**config.mk**
```make
export PLATFORM = sky130hd
export DESIGN_NAME = rgb_breathe_pwm
export DESIGN_NICKNAME = d
export VERILOG_FILES = /design/src/rtl/rgb_breathe_pwm.sv
export SDC_FILE = /design/constraint.sdc
export NUM_CORES = 1
export LEC_CHECK = 0
export CAP_MARGIN = 20
export CORE_UTILIZATION = 35
export DETAILED_ROUTE_END_ITERATION = 10
export GPL_TIMING_DRIVEN = 1
export PLACE_DENSITY = 0.51
export SYNTH_ARGS = -nofsm -noshare
export SYNTH_HDL_FRONTEND = slang
export SYNTH_SLANG_ARGS = --single-unit
```
**constraint.sdc**
```tcl
create_clock -name clk -period 4.7 [get_ports clk]
set_input_delay 0.94 -clock clk [delete_from_list [all_inputs] [get_ports clk]]
set_output_delay 0.94 -clock clk [all_outputs]
set_load 0.1 [all_outputs]
```
**src/rtl/rgb_breathe_pwm.sv**
```systemverilog
// Breathing RGB PWM: ramps one colour channel up, holds, ramps down, holds, then advances colour.
// Optional build macro RGB_BREATHE_GAMMA_EN selects a squared brightness-to-duty curve.
module rgb_breathe_pwm #(
   parameter int unsigned STEP_PERIODS = 90,
   parameter int unsigned HOLD_PERIODS = 2048
) (
   input  logic       clk,
   input  logic       rst,
   input  logic       en,
   output logic       pwm_r,
   output logic       pwm_g,
   output logic       pwm_b,
   output logic [1:0] color,
   output logic       cycle_done
);

   localparam int unsigned CNT_W = 8;
   localparam int unsigned PER_W = 16;
   localparam int unsigned COL_W = 2;
   localparam logic [CNT_W-1:0] LVL_MAX = '1;
   localparam logic [COL_W-1:0] COL_R = COL_W'(0);
   localparam logic [COL_W-1:0] COL_G = COL_W'(1);
   localparam logic [COL_W-1:0] COL_B = COL_W'(2);

   typedef enum logic [2:0] {
      IDLE,
      RISE,
      HOLD_HI,
      FALL,
      HOLD_LO
   } state_t;

   state_t             state, state_nxt;
   logic [CNT_W-1:0]   pwm_cnt;
   logic [CNT_W-1:0]   brightness, bright_nxt;
   logic [CNT_W-1:0]   duty_eff, duty_nxt, duty_map;
   logic [PER_W-1:0]   period_cnt, period_nxt;
   logic [COL_W-1:0]   color_nxt;
   logic               done_nxt;
   logic               pwm_r_nxt, pwm_g_nxt, pwm_b_nxt;
   logic               tick, step_due, hold_due, pwm_on;

   assign tick     = (pwm_cnt == LVL_MAX);
   assign step_due = tick && (period_cnt == PER_W'(STEP_PERIODS - 1));
   assign hold_due = tick && (period_cnt == PER_W'(HOLD_PERIODS - 1));

   // Brightness-to-duty mapping applied when duty_eff is reloaded
`ifdef RGB_BREATHE_GAMMA_EN
   logic [2*CNT_W-1:0] bright_sq;
   always_comb begin
      bright_sq = (2*CNT_W)'(brightness) * (2*CNT_W)'(brightness);
      duty_map  = CNT_W'(bright_sq >> CNT_W);
   end
`else
   always_comb begin
      duty_map = brightness;
   end
`endif

   // Next-state, ramp, colour and PWM compare logic
   always_comb begin
      state_nxt  = state;
      bright_nxt = brightness;
      period_nxt = tick ? (period_cnt + PER_W'(1)) : period_cnt;
      color_nxt  = color;
      done_nxt   = 1'b0;
      duty_nxt   = tick ? duty_map : duty_eff;

      case (state)
         IDLE: begin
            bright_nxt = '0;
            if (en) begin
               state_nxt  = RISE;
               period_nxt = '0;
            end
         end
         RISE: begin
            if (step_due) begin
               period_nxt = '0;
               bright_nxt = (brightness == LVL_MAX) ? LVL_MAX : (brightness + CNT_W'(1));
               if (bright_nxt == LVL_MAX) state_nxt = HOLD_HI;
            end
         end
         HOLD_HI: begin
            if (hold_due) begin
               state_nxt  = FALL;
               period_nxt = '0;
            end
         end
         FALL: begin
            if (step_due) begin
               period_nxt = '0;
               bright_nxt = (brightness == '0) ? '0 : (brightness - CNT_W'(1));
               if (bright_nxt == '0) state_nxt = HOLD_LO;
            end
         end
         HOLD_LO: begin
            if (hold_due) begin
               state_nxt  = RISE;
               period_nxt = '0;
               color_nxt  = (color == COL_B) ? COL_R : (color + COL_W'(1));
               done_nxt   = (color == COL_B);
            end
         end
         default: begin
            state_nxt  = IDLE;
            period_nxt = '0;
         end
      endcase

      // Dropping enable parks the FSM dark but keeps the colour
      if (!en) begin
         state_nxt  = IDLE;
         bright_nxt = '0;
         period_nxt = '0;
         color_nxt  = color;
         done_nxt   = 1'b0;
         duty_nxt   = '0;
      end

      pwm_on    = en && (pwm_cnt < duty_eff);
      pwm_r_nxt = pwm_on && (color == COL_R);
      pwm_g_nxt = pwm_on && (color == COL_G);
      pwm_b_nxt = pwm_on && (color == COL_B);
   end

   always_ff @(posedge clk) begin
      if (rst) begin
         pwm_cnt    <= '0;
         state      <= IDLE;
         brightness <= '0;
         duty_eff   <= '0;
         period_cnt <= '0;
         color      <= '0;
         cycle_done <= 1'b0;
         pwm_r      <= 1'b0;
         pwm_g      <= 1'b0;
         pwm_b      <= 1'b0;
      end else begin
         pwm_cnt    <= pwm_cnt + CNT_W'(1);
         state      <= state_nxt;
         brightness <= bright_nxt;
         duty_eff   <= duty_nxt;
         period_cnt <= period_nxt;
         color      <= color_nxt;
         cycle_done <= done_nxt;
         pwm_r      <= pwm_r_nxt;
         pwm_g      <= pwm_g_nxt;
         pwm_b      <= pwm_b_nxt;
      end
   end

endmodule
```
* Word-level counts from Yosys, hierarchy flattened
Index checks and enable logic that the tools add are counted.
** Word-level totals
- Output and inout bits :: 6
- Input port bits :: 3
- Word-level logic and storage cells :: 71
- Register bits :: 49
** Operators by class
- $lt $le $gt $ge :: 1
- Reductions and logical operators :: 18
- Add/subtract/negate cells :: 5
- Muxes and demuxes :: 17
- Equal/unequal tests :: 17
- Bitwise gates (word level) :: 3
** Operators by type and width (count)
- $mux W16 :: 3
- $mux W8 :: 4
- $pmux W16 S2 :: 1
- $eq A8 B8 Y1 const B :: 3
- $pmux W8 S3 :: 1
- $mux W3 :: 6
- $add A16 B1 Y16 const B :: 1
- $add A8 B1 Y8 const B :: 2
- $eq A16 B11 Y1 const B :: 1
- $eq A16 B7 Y1 const B :: 1
- $logic_not A8 Y1 :: 2
- $pmux W3 S5 :: 1
- $ne A2 B2 Y1 const B :: 6
- $lt A8 B8 Y1 :: 1
- $sub A8 B1 Y8 const B :: 1
- $eq A3 B2 Y1 const B :: 2
- $logic_and A1 B1 Y1 :: 6
- $reduce_and A3 Y1 :: 2
- $reduce_and A6 Y1 :: 1
- $reduce_or A2 Y1 :: 3
- $reduce_or A4 Y1 :: 1
- $eq A3 B1 Y1 const B :: 1
- $eq A3 B3 Y1 const B :: 1
- $logic_not A3 Y1 :: 1
- other kinds (7) :: 9

* Longest topological paths before layout
- Depth in word-level cells :: 6
- Gate-level depth with buffers :: 10
- Gate-level depth less buffers :: 8

* Worst setup path after synthesis
OpenSTA, ideal clock, no wires.
- Path kind :: register to register
- Start :: register brightness[0]
- End :: register state[0]
- Arrival time :: 1.920 ns
- Data required time :: 4.578 ns
- Path buffers :: 1
- Setup slack :: 2.659 ns
- Period minus slack after synthesis :: 2.041 ns
- Stages on the path, launching flop included :: 10
- Library setup time :: 0.122 ns
- Path through :: dfxtp_1 -> buf_2 -> inv_1 -> ha_1 -> nor2b_1 -> nor2b_1 -> mux2_2 -> nand3_1 -> nand4b_1 -> o311a_1
** Between the ends
- Word-level cells in the longest chain between the ends :: 5
- Elaborated cells on any way between the ends :: 11
- Those cells by class :: 2 x add/sub; 4 x eq/ne; 2 x mux; 3 x reduce/logical
** RTL lines
- start, declared :: RTL line 35 : logic [CNT_W-1:0] brightness, bright_nxt;
- start signal, assigned :: RTL line 142 : brightness <= bright_nxt;
- $add A8 B1 Y8 (tied with other cells) :: RTL line 80 : bright_nxt = (brightness == LVL_MAX) ? LVL_MAX : (brightness + CNT_W'(1));
- $mux W8, on equally long branches :: RTL line 80, 93
- $eq A8 B8 Y1 or $logic_not A8 Y1 (tied branches) :: RTL line 81, 94
- $ne A2 B2 Y1 (no line)
- $reduce_and A6 Y1 (no line) *
- end signal, assigned :: RTL line 141 : state <= state_nxt;
- end, declared :: RTL line 33 : state_t state, state_nxt;
Every way passes the cells marked *; elsewhere a longest branch is shown, timed or not.
A chain may end at the register's enable or synchronous reset.

* Worst setup path in the final report
- Start :: register color[1]
- End :: output port color[1]
** RTL lines
- start, declared :: RTL line 13 : output logic [1:0] color,
- start signal, assigned :: RTL line 145 : color <= color_nxt;
No word-level cell between the ends.

==> results.cfg <==
[sta]
fmax_mhz = 349
fin_setup_tns_ns = 0
hold_viol_final = 0
maxSlewViolCount = 0
finalCritPeriodShare_pct = 61.0
setup_viol = 0
slew_headroom_pct = 35.5
tightestPinTransition_ns = 0.965
hold_ws_ns = 0.458
fin_ws_ns = 1.83
finClkSkew_ns = 0.00423
rsz0062_at_grt = no
fin_crit_ns = 2.87

[synthesis]
yosysUniqueCellTypes = 57
netlist_area_um2 = 2770
synthCells = 343
synth-seq-cells = 49
yosysTopAreaCellShare_pct = 35.4
syn_nets = 359
synthFlopType = dfxtp_1
synth_area_leaders = dfxtp_1, nor2_1, ha_1
synth_area_per_cell_um2 = 8.09
synthTopCellsByCount = dfxtp_1, nor2_1, nand2_1
synth_warnings = 0
seq_area_frac_synth_pct = 35.4
synth-edff-count = 0
ys_async_sr_fraction_pct = 0
yosysTopAreaCell = dfxtp_1

[power_and_ir_drop]
ir_worst_vdd_v = 0.000184
power_leakage_nw = 1.01
power.density_nw_per_um2 = 243

[critical_path]
regToRegSetupSlack_ns = 1.98
worst-path-stages = 1
crit_buf_inv = 1
cp-start-kind = flop
crit_path_cell_trace = clkdlybuf4s50_1
crit_family = buffers and inverters
cp_max_fo = 7
worstSetupPathType = reg -> out
rr_worst_depth = 7
regToRegEndpoint = brightness[5]$_SDFFE_PP0P_
cp.required_ns = 3.76
endpoint_kind = primary output
cp.arrival_ns = 1.93
rr_startpoint = pwm_cnt[0]$_SDFF_PP0_
cpMaxStageDelayCell = clkdlybuf4s50_1
slowest_delay_ns = 1.18

[die]
die-area_um2 = 8290
initial_core_util_pct = 36.1
floorplan.die.width_um = 91.0
core_um2 = 7690
fp.dieH_um = 91.0
io_pins = 9
fp-row-count = 32

[route]
drtAntennaViolNets = 0
drc = 0
drt-initial-drc-count = 155
vias = 2295
routed_via_density = 5.17
dr.pass1.iters = 4
wl_mm = 5.92
wl_per_cell_um = 13.3

[layout]
diodes = 0
n_fill_cell = 817
final_layout_size_suffix_gt1_share_pct = 5.85
regArea_um2 = 981
synthToLayoutAreaGrowth_pct = 8.21
nNetsFinal = 357
multi_input_area_um2 = 1650

[clock_network]
clockRootBuffer = clkbuf_8
cts_resized = 0
cts_tree = yes
cts_max_level = 2
cts_hold_buf = 0
clk_pin_slew_worst_paths_ns = 0.08
clock_path_buffers = 2
clock_sinks = 49
cts_setup_buffers = 0
clock_latency_ns = 0.29
cts_made_buffers = 5

[flow_run]
drv_cap = 0

[hold_path]
worstHoldStart = duty_eff[3]$_SDFFE_PP0P_
hp-class = reg -> reg
hold_path_end = duty_eff[3]$_SDFFE_PP0P_
whs_path_depth = 2

[status]
status = finished, final reports clean

[grt]
overflow = 0
grt_pass1_wl_mm = 10.5
grt_max_degree = 19
grt_use_total_pct = 15.3
grt_pass1_vias = 2193
antenna_found_initial = 0

[placement]
io_buffer_count = 8
hpwl_mm = 4.34
globalplace.congestion = 0.782
dp_slack_ns = 1.84
-- where the power goes --
| part | internal [mW] | switching [mW] | total, mW |
|---|---|---|---|
| registers | 0.418 | 0.00497 | 0.423 |
| clock network | 0.133 | 0.132 | 0.265 |
| logic | 0.0153 | 0.0261 | 0.0414 |
| total | 0.567 | 0.163 | 0.730 |
-- logic make-up after synthesis --
logic type      after synthesis  synth area share (%)
fa+ha+maj                    13                  5.86
flops                        49                  35.4
mux                           4                  1.49
simple gates                155                  28.9
buf+inv                      32                  5.10
xor+xnor                     26                  8.21
compound gates               64                  15.1
-- stage by stage --
| stage | cells | total power [mW] | area (µm²) | util [%] |
|---|---|---|---|---|
| after global placement | 436 | 0.475 | 2900 | 37.7 |
| after global routing | 444 | 0.765 | 3000 | 39.0 |
| final | 444 | 0.730 | 3000 | 39.0 |
| after floorplan | 343 | 0.464 | 2770 | - |
| after detailed placement | 436 | 0.475 | 2900 | 37.7 |
| after CTS | 444 | 0.740 | 3000 | 39.0 |
-- layout make-up --
| class | count | area share, % |
|---|---|---|
| sequential | 49 | 32.7 |
| timing repair buffer | 9 | 2.92 |
| clock buffer | 7 | 3.21 |
| clock inverter | 1 | 0.167 |
| tap | 102 | 4.25 |
| multi-input combinational | 262 | 55.0 |
| inverter | 14 | 1.75 |
-- flip-flops by register name, indices dropped and copies added, names as in the netlist --
register,count
brightness,8
color,2
cycle_done,1
duty_eff,8
period_cnt,16
pwm_b,1
pwm_cnt,8
pwm_g,1
pwm_r,1
state,3
-- worst max-delay path by stage --
stage | to | startpoint | slack, ns
3_3_place_gp | state[1]$_SDFFE_PP0P_ | rst | 1.84
2_1_floorplan | state[0]$_SDFFE_PP0P_ | brightness[0]$_SDFFE_PP0P_ | 2.66
6_report | color[1] | color[1]$_SDFFE_PP0P_ | 1.83
4_1_cts | color[1] | color[1]$_SDFFE_PP0P_ | 1.82
3_5_place_dp | state[1]$_SDFFE_PP0P_ | rst | 1.84
5_1_grt | brightness[0]$_SDFFE_PP0P_ | pwm_cnt[0]$_SDFF_PP0_ | 1.66
-- cell usage in the layout (no fill, tap or decap), drive strengths merged, types with 3 or more instances in the layout --
| cell type | count |
|---|---|
| clkdlybuf4s50 | 8 |
| and4 | 3 |
| inv | 14 |
| a21o | 3 |
| xor2 | 11 |
| nor3 | 6 |
| a32o | 3 |
| nor2 | 51 |
| nand2 | 32 |
| nand4 | 7 |
| o21ai | 13 |
| xnor2 | 15 |
| nor4 | 4 |
| a21oi | 20 |
| nor2b | 8 |
| mux2i | 3 |
| dfxtp | 49 |
| clkbuf | 7 |
| nand2b | 6 |
| or2 | 3 |
| ha | 13 |
| o31ai | 3 |
| or3 | 3 |
| and3 | 5 |
| a211oi | 4 |
| nand3 | 20 |
-- metal layers --
metal  share of wire, %  vias to the layer above  GRT usage (%)
li1                   -                     1186              -
met1                 49                     1057           20.7
met2                 46                       50           25.6
met3                4.6                        2           2.85
met4               0.61                        0           2.38
met5                  0                        -              0
-- tightest hold or removal path, cell delays in order (launching register included) --
cell and delay (ns):
dfxtp_1 0.32, nand2_1 0.05, a21oi_1 0.05
(Power assumes the default switching activity.)
